[src/rtl/capture_thresh_loader.sv]
`default_nettype none
// ============================================================================
// Module   : capture_thresh_loader
// Brief    : Per-channel threshold table loaded from the load_thresh register,
//            with single-channel writes, broadcast sweeps and 2-cycle lookups.
//            Optional macro THRESH_INIT_SWEEP_EN: fill the table with 0x7FFF
//            right after reset release.
// Revision : 1.0 - initial release
// ============================================================================
module capture_thresh_loader (
    input  logic        user_clk,
    input  logic        user_rst_n,
    input  logic [31:0] reg_data,
    input  logic        ch_valid,
    input  logic [7:0]  ch_idx,
    output logic        thresh_valid,
    output logic [15:0] thresh_out,
    output logic        busy,
    output logic        overrun,
    output logic [15:0] load_count
);
    localparam logic [1:0] ST_IDLE  = 2'd0;
    localparam logic [1:0] ST_WRITE = 2'd1;
    localparam logic [1:0] ST_SWEEP = 2'd2;

`ifdef THRESH_INIT_SWEEP_EN
    localparam logic C_INIT_EN = 1'b1;
`else
    localparam logic C_INIT_EN = 1'b0;
`endif

    logic [31:0] reg_q;
    logic        strb_prev_q;
    logic [1:0]  arm_q;
    logic [1:0]  state_q,     state_d;
    logic [7:0]  ch_q,        ch_d;
    logic [15:0] thr_q,       thr_d;
    logic [7:0]  addr_q,      addr_d;
    logic        init_q,      init_d;
    logic        init_pend_q, init_pend_d;
    logic [15:0] count_q,     count_d;
    logic        overrun_q,   overrun_d;
    logic        rd_valid_q;
    logic [15:0] rd_data_q;
    logic        thresh_valid_q;
    logic [15:0] thresh_out_q;
    logic [15:0] mem_q [0:255];

    logic        w_edge;
    logic        w_we;
    logic [7:0]  w_waddr;
    logic        w_unused_bits;

    assign w_unused_bits = ^{reg_q[29:28], reg_q[19:16]};

    // arm_q[1] only rises once reg_q and its history both hold post-reset
    // samples, so a strobe already high at reset release is never an edge.
    assign w_edge = reg_q[31] & ~strb_prev_q & arm_q[1];

    always_comb begin
        state_d     = state_q;
        ch_d        = ch_q;
        thr_d       = thr_q;
        addr_d      = addr_q;
        init_d      = init_q;
        init_pend_d = init_pend_q;
        count_d     = count_q;
        overrun_d   = overrun_q | (w_edge & (state_q != ST_IDLE));
        w_we        = 1'b0;
        w_waddr     = addr_q;
        case (state_q)
            ST_IDLE: begin
                if (init_pend_q) begin
                    state_d     = ST_SWEEP;
                    addr_d      = 8'd0;
                    thr_d       = 16'h7FFF;
                    init_d      = 1'b1;
                    init_pend_d = 1'b0;
                end else if (w_edge) begin
                    thr_d = reg_q[15:0];
                    if (reg_q[30]) begin
                        state_d = ST_SWEEP;
                        addr_d  = 8'd0;
                        init_d  = 1'b0;
                    end else begin
                        state_d = ST_WRITE;
                        ch_d    = reg_q[27:20];
                    end
                end
            end
            ST_WRITE: begin
                w_we    = 1'b1;
                w_waddr = ch_q;
                count_d = count_q + 16'd1;
                state_d = ST_IDLE;
            end
            ST_SWEEP: begin
                w_we    = 1'b1;
                w_waddr = addr_q;
                addr_d  = addr_q + 8'd1;
                if (addr_q == 8'hFF) begin
                    state_d = ST_IDLE;
                    if (!init_q) begin
                        count_d = count_q + 16'd1;
                    end
                end
            end
            default: state_d = ST_IDLE;
        endcase
    end

    always_ff @(posedge user_clk or negedge user_rst_n) begin
        if (!user_rst_n) begin
            reg_q          <= 32'd0;
            strb_prev_q    <= 1'b0;
            arm_q          <= 2'b00;
            state_q        <= ST_IDLE;
            ch_q           <= 8'd0;
            thr_q          <= 16'd0;
            addr_q         <= 8'd0;
            init_q         <= 1'b0;
            init_pend_q    <= C_INIT_EN;
            count_q        <= 16'd0;
            overrun_q      <= 1'b0;
            rd_valid_q     <= 1'b0;
            thresh_valid_q <= 1'b0;
            thresh_out_q   <= 16'd0;
        end else begin
            reg_q          <= reg_data;
            strb_prev_q    <= reg_q[31];
            arm_q          <= {arm_q[0], 1'b1};
            state_q        <= state_d;
            ch_q           <= ch_d;
            thr_q          <= thr_d;
            addr_q         <= addr_d;
            init_q         <= init_d;
            init_pend_q    <= init_pend_d;
            count_q        <= count_d;
            overrun_q      <= overrun_d;
            rd_valid_q     <= ch_valid;
            thresh_valid_q <= rd_valid_q;
            if (rd_valid_q) begin
                thresh_out_q <= rd_data_q;
            end
        end
    end

    // Table is deliberately not reset; read and write share an edge so a
    // same-cycle lookup sees the pre-write contents.
    always_ff @(posedge user_clk) begin
        if (w_we) begin
            mem_q[w_waddr] <= thr_q;
        end
        rd_data_q <= mem_q[ch_idx];
    end

    assign thresh_valid = thresh_valid_q;
    assign thresh_out   = thresh_out_q;
    assign busy         = (state_q == ST_SWEEP);
    assign overrun      = overrun_q;
    assign load_count   = count_q;

endmodule
`default_nettype wire

[config.mk]
export PLATFORM = sky130hd
export DESIGN_NAME = capture_thresh_loader
export DESIGN_NICKNAME = d
export VERILOG_FILES = /design/src/rtl/capture_thresh_loader.sv
export SDC_FILE = /design/constraint.sdc
export NUM_CORES = 2
export LEC_CHECK = 0
export CAP_MARGIN = 20
export CORE_UTILIZATION = 40
export DETAILED_ROUTE_END_ITERATION = 10
export PLACE_DENSITY_LB_ADDON = 0.25
export RECOVER_POWER = 100
export SETUP_SLACK_MARGIN = 0.3
export SYNTH_ARGS = -nofsm -noshare
export SYNTH_HDL_FRONTEND = slang
export SYNTH_SLANG_ARGS = --single-unit
[constraint.sdc]
create_clock -name user_clk -period 4.1 [get_ports user_clk]
set_clock_uncertainty 0.05 [all_clocks]
set_input_delay 0.82 -clock user_clk [delete_from_list [all_inputs] [get_ports user_clk]]
set_output_delay 0.82 -clock user_clk [all_outputs]
set_load 0.1 [all_outputs]
==> impl_summary.log <==
INFO  metric critical_path.startpoint_type = register
INFO  metric ys_async_sr_fraction = 2.33%
INFO  metric synth_edf_count = 4096
INFO  metric portion_of_total_power_attributed_to_the_clock_network = 35.6%
INFO  metric layout_min_cycle_time = 3.90 ns
INFO  metric post_drt_via_cell_ratio = 5.79
INFO  metric maximum_number_of_pins_on_one_net_before_global_route_repair = 145
INFO  metric rsz0062_at_grt = false
INFO  metric port_buffer_count = 71
INFO  metric grt_pass1_wl = 624000 um
INFO  metric synth_top_cell_by_area = edfxtp_1
INFO  metric fin_total_pwr = 106 mW
INFO  metric placedCellCount = 13486
INFO  metric clock_path_buffers = 4
INFO  metric worst_slew_margin_rel = -133%
INFO  metric fill_cells = 33814
INFO  metric die_x = 640 um
INFO  metric dominantRegCellSynth = edfxtp_1
INFO  metric numCtsBuffers = 428
INFO  metric detailedPlacementHpwl = 278000 um
INFO  metric place_congestion = 0.908
INFO  metric vias = 82806
INFO  metric drive_above_1_share = 27.8%
INFO  metric tritoncts_clock_tree = done
INFO  metric cp.arrival = 4.46 ns
INFO  metric power_per_cell_area = 562 nW/um^2
INFO  metric drc = 0
INFO  metric synth_simple_gate_area_share = 2.03%
INFO  metric synth.top_cells.by_count = edfxtp_1, mux4_2, nor2_1, mux2i_1, mux2_2
INFO  metric die-height = 640 um
INFO  metric post_synthesis_xor_xnor_area_fraction = 0.108%
INFO  metric gr-total-overflow = 0
INFO  metric layoutNonFillerInstCount = 14295
INFO  metric number_of_global_route_vias_before_repair = 82048
INFO  metric setup.worst_path.class = register to register
INFO  metric min_from = arm_q[0]$_DFF_PN0_
INFO  metric net-switching-power = 27.5 mW
INFO  metric final-setup-viol-count = 0
INFO  metric run_status = finished, violations left
INFO  metric grt_usage = 21.3%
INFO  metric setup.worst_path.start = state_q[1]$_DFFE_PN0P_
INFO  metric multi_input_comb_area = 34500 um^2
INFO  metric synthDistinctLibCells = 65
INFO  metric power.ir.vdd_worst = 759 uV
INFO  metric area_growth_syn_to_layout = 15.3%
INFO  metric worstPathRequired = 4.66 ns
INFO  metric regToRegStartpoint = state_q[1]$_DFFE_PN0P_
INFO  metric start_util = 40.3%
INFO  metric minimum_hold_slack = 0.301 ns
INFO  metric hold_violations = 0
INFO  metric ff_latch_area = 126000 um^2
INFO  metric yosys.area_share.adder = 0.0384%
INFO  metric final-max-slew-violation-count = 2354
INFO  metric ys_seq_elements = 4210
INFO  metric maxCapViolations = 35
INFO  metric synth_top_cells_by_area = edfxtp_1, mux4_2, mux2i_1
INFO  metric max_clock_freq = 0.256 GHz
INFO  metric synth-compound-area-share = 3.57%
INFO  metric total_die_area = 410000 um^2
INFO  metric numClockSinks = 4210
INFO  metric synth.yosys.warnings = 0
INFO  metric synth_area = 163000 um^2
INFO  metric grt_antenna_before_repair = 25
INFO  metric sequential_group_share_of_total_power = 53.1%
INFO  metric min_path_type = register to register
INFO  metric worst_slew_pin_slew = 3.50 ns
INFO  metric synth_mux_area_share = 15.3%
INFO  metric synth_top_family_by_area = multiplexers
INFO  metric switching_share = 26.0%
INFO  metric end_kind = register
INFO  metric ctsHtreeMaxLevel = 5
INFO  metric avgSynthCellArea = 21.3 um^2
INFO  metric leakage = 59.6 nW
INFO  metric drt-pass1-iter-count = 6
INFO  metric clk_latency = 0.99 ns
INFO  metric synth_top_area_share = 75.5%
INFO  metric layout.core_utilization = 46.5%
INFO  metric p_int = 78.0 mW
INFO  metric post_cts_clock_slew_at_the_launch_and_capture_registers_of_the_worst_setup_and_hold_paths = 0.07 ns
INFO  metric cts.repair_timing.setup_buffer_count = 0
INFO  metric sequential_element_share_of_the_synthesized_area = 77.2%
INFO  metric totalWireLength = 442000 um
INFO  metric route.detailed.wl_per_inst = 30.9 um
INFO  metric violations = max-capacitance violations, max-slew violations
INFO  metric power_frac_comb = 11.3%
INFO  metric postSynthNetCount = 7685
INFO  metric postSynthCellCount = 7637
INFO  metric cp_max_fo = 24
INFO  metric fp-row-count = 233
INFO  metric synth_most_common_cell = edfxtp_1
INFO  metric io-pin-count = 78
INFO  metric final.period_utilization = 95.2%
INFO  metric cts_root_buffer = clkbuf_16
INFO  metric core_area = 404000 um^2
INFO  metric number_of_nets_in_the_final_layout = 8561
INFO  metric antenna_left = 0
INFO  metric first_iter_violations = 10908
==> flip-flops by register name, indices dropped and copies added, names as in the netlist <==
register / flops
thresh_out: 16
reg_q: 26
ch_q: 8
overrun: 1
addr_q: 8
mem_q: 4096
thresh_valid: 1
strb_prev_q: 1
arm_q: 2
load_count: 16
thr_q: 16
rd_data_q: 16
rd_valid_q: 1
state_q: 2
==> area by class of cell <==
cell class,instances,area share [%]
Antenna cell,18,0.0240
Clock buffer,543,6.08
Clock inverter,246,1.07
Inverter,19,0.0440
Multi-Input combinational cell,2948,18.4
Sequential cell,4210,67.0
Tap cell,5405,3.60
Timing Repair Buffer,906,3.82
==> worst paths after layout <==
check                           slack [ns]                         end  cells after the start
worst min register to register        0.30          arm_q[1]$_DFF_PN0_                      0
worst max register to register        0.20       mem_q[0][1]$_DFFE_PP_                      9
worst max-delay path                  0.20       mem_q[0][1]$_DFFE_PP_                      9
max in group asynchronous             0.90   thresh_out[6]$_DFFE_PN0P_                      3
worst min-delay path                  0.30          arm_q[1]$_DFF_PN0_                      0
min in group asynchronous             1.05  load_count[10]$_DFFE_PN0P_                      2
==> timing repair <==
action,CTS,global route
hold endpoints to repair,69,0
hold buffers,1,0
gates resized for setup,2,0
endpoints found under the setup margin,92,0
==> placed cells by master (no fill, tap or decap), types with 30 or more instances in the layout <==
cell           Yosys  routed
mux2_2           204     203
o22ai_1          136     136
clkbuf_1         189     194
clkbuf_16          0     438
edfxtp_1        4096    4096
clkinv_1           0     110
a21oi_1          139     139
o21ai_0          126     126
buf_12            12      85
buf_4             48     442
a22oi_1           76      76
a221oi_1         116     116
dfrtp_1           98      97
clkinv_2           0      83
nor3_1            99      99
o221ai_1          78      78
dlygate4sd3_1      0      62
nor2_2             1      30
mux2i_1          306     306
nor2_1           339     306
clkbuf_2           0     209
mux4_2           854     854
nand2_1          132     132
a22o_1            31      31
a211oi_1          38      38
==> cell families (layout without fill, tap and decap cells) <==
family | Yosys count | after routing
xor+xnor | 20 | 20
flops | 4210 | 4210
simple gates | 718 | 718
other cells | 1 | 19
compound gates | 830 | 830
mux | 1374 | 1374
fa+ha+maj | 5 | 5
buf+inv | 479 | 1714
==> critical path: stages, from the launching register on <==
cell,delay (ns)
dfrtp_1,0.42
inv_1,0.10
ha_2,0.47
nand2b_1,0.17
o32ai_1,0.19
buf_4,0.23
nand3_2,0.64
clkbuf_1,0.64
nor2_1,0.27
buf_4,0.32
==> power by group through the flow <==
stage	Combinational, mW	Clock (mW)	Sequential [mW]
2_1_floorplan	2.81	0	59.1
3_3_place_gp	11.6	0	56.6
3_5_place_dp	12.1	0	56.7
4_1_cts	12.2	38.2	55.8
5_1_grt	12.5	39.7	56.2
6_report	11.9	37.5	56.1
==> metrics by stage <==
stage,worst slack (ns),TNS (ns),area [um^2]
2_1_floorplan,1.01,0,163000
3_3_place_gp,-0.973,-3.49,176000
3_5_place_dp,-0.945,-2.95,176000
4_1_cts,0.377,0,189000
5_1_grt,0.190,0,188000
6_report,0.198,0,188000
==> routing by layer <==
metal | share of wire, % | track usage (%) | up-vias
li1 | - | - | 34061
met4 | 3.4 | 6.62 | 9
met5 | 0.018 | 0 | -
met1 | 42 | 31.3 | 44469
met2 | 46 | 33.0 | 3599
met3 | 8.0 | 3.07 | 668
No activity file was read; power rests on OpenSTA's default activity.
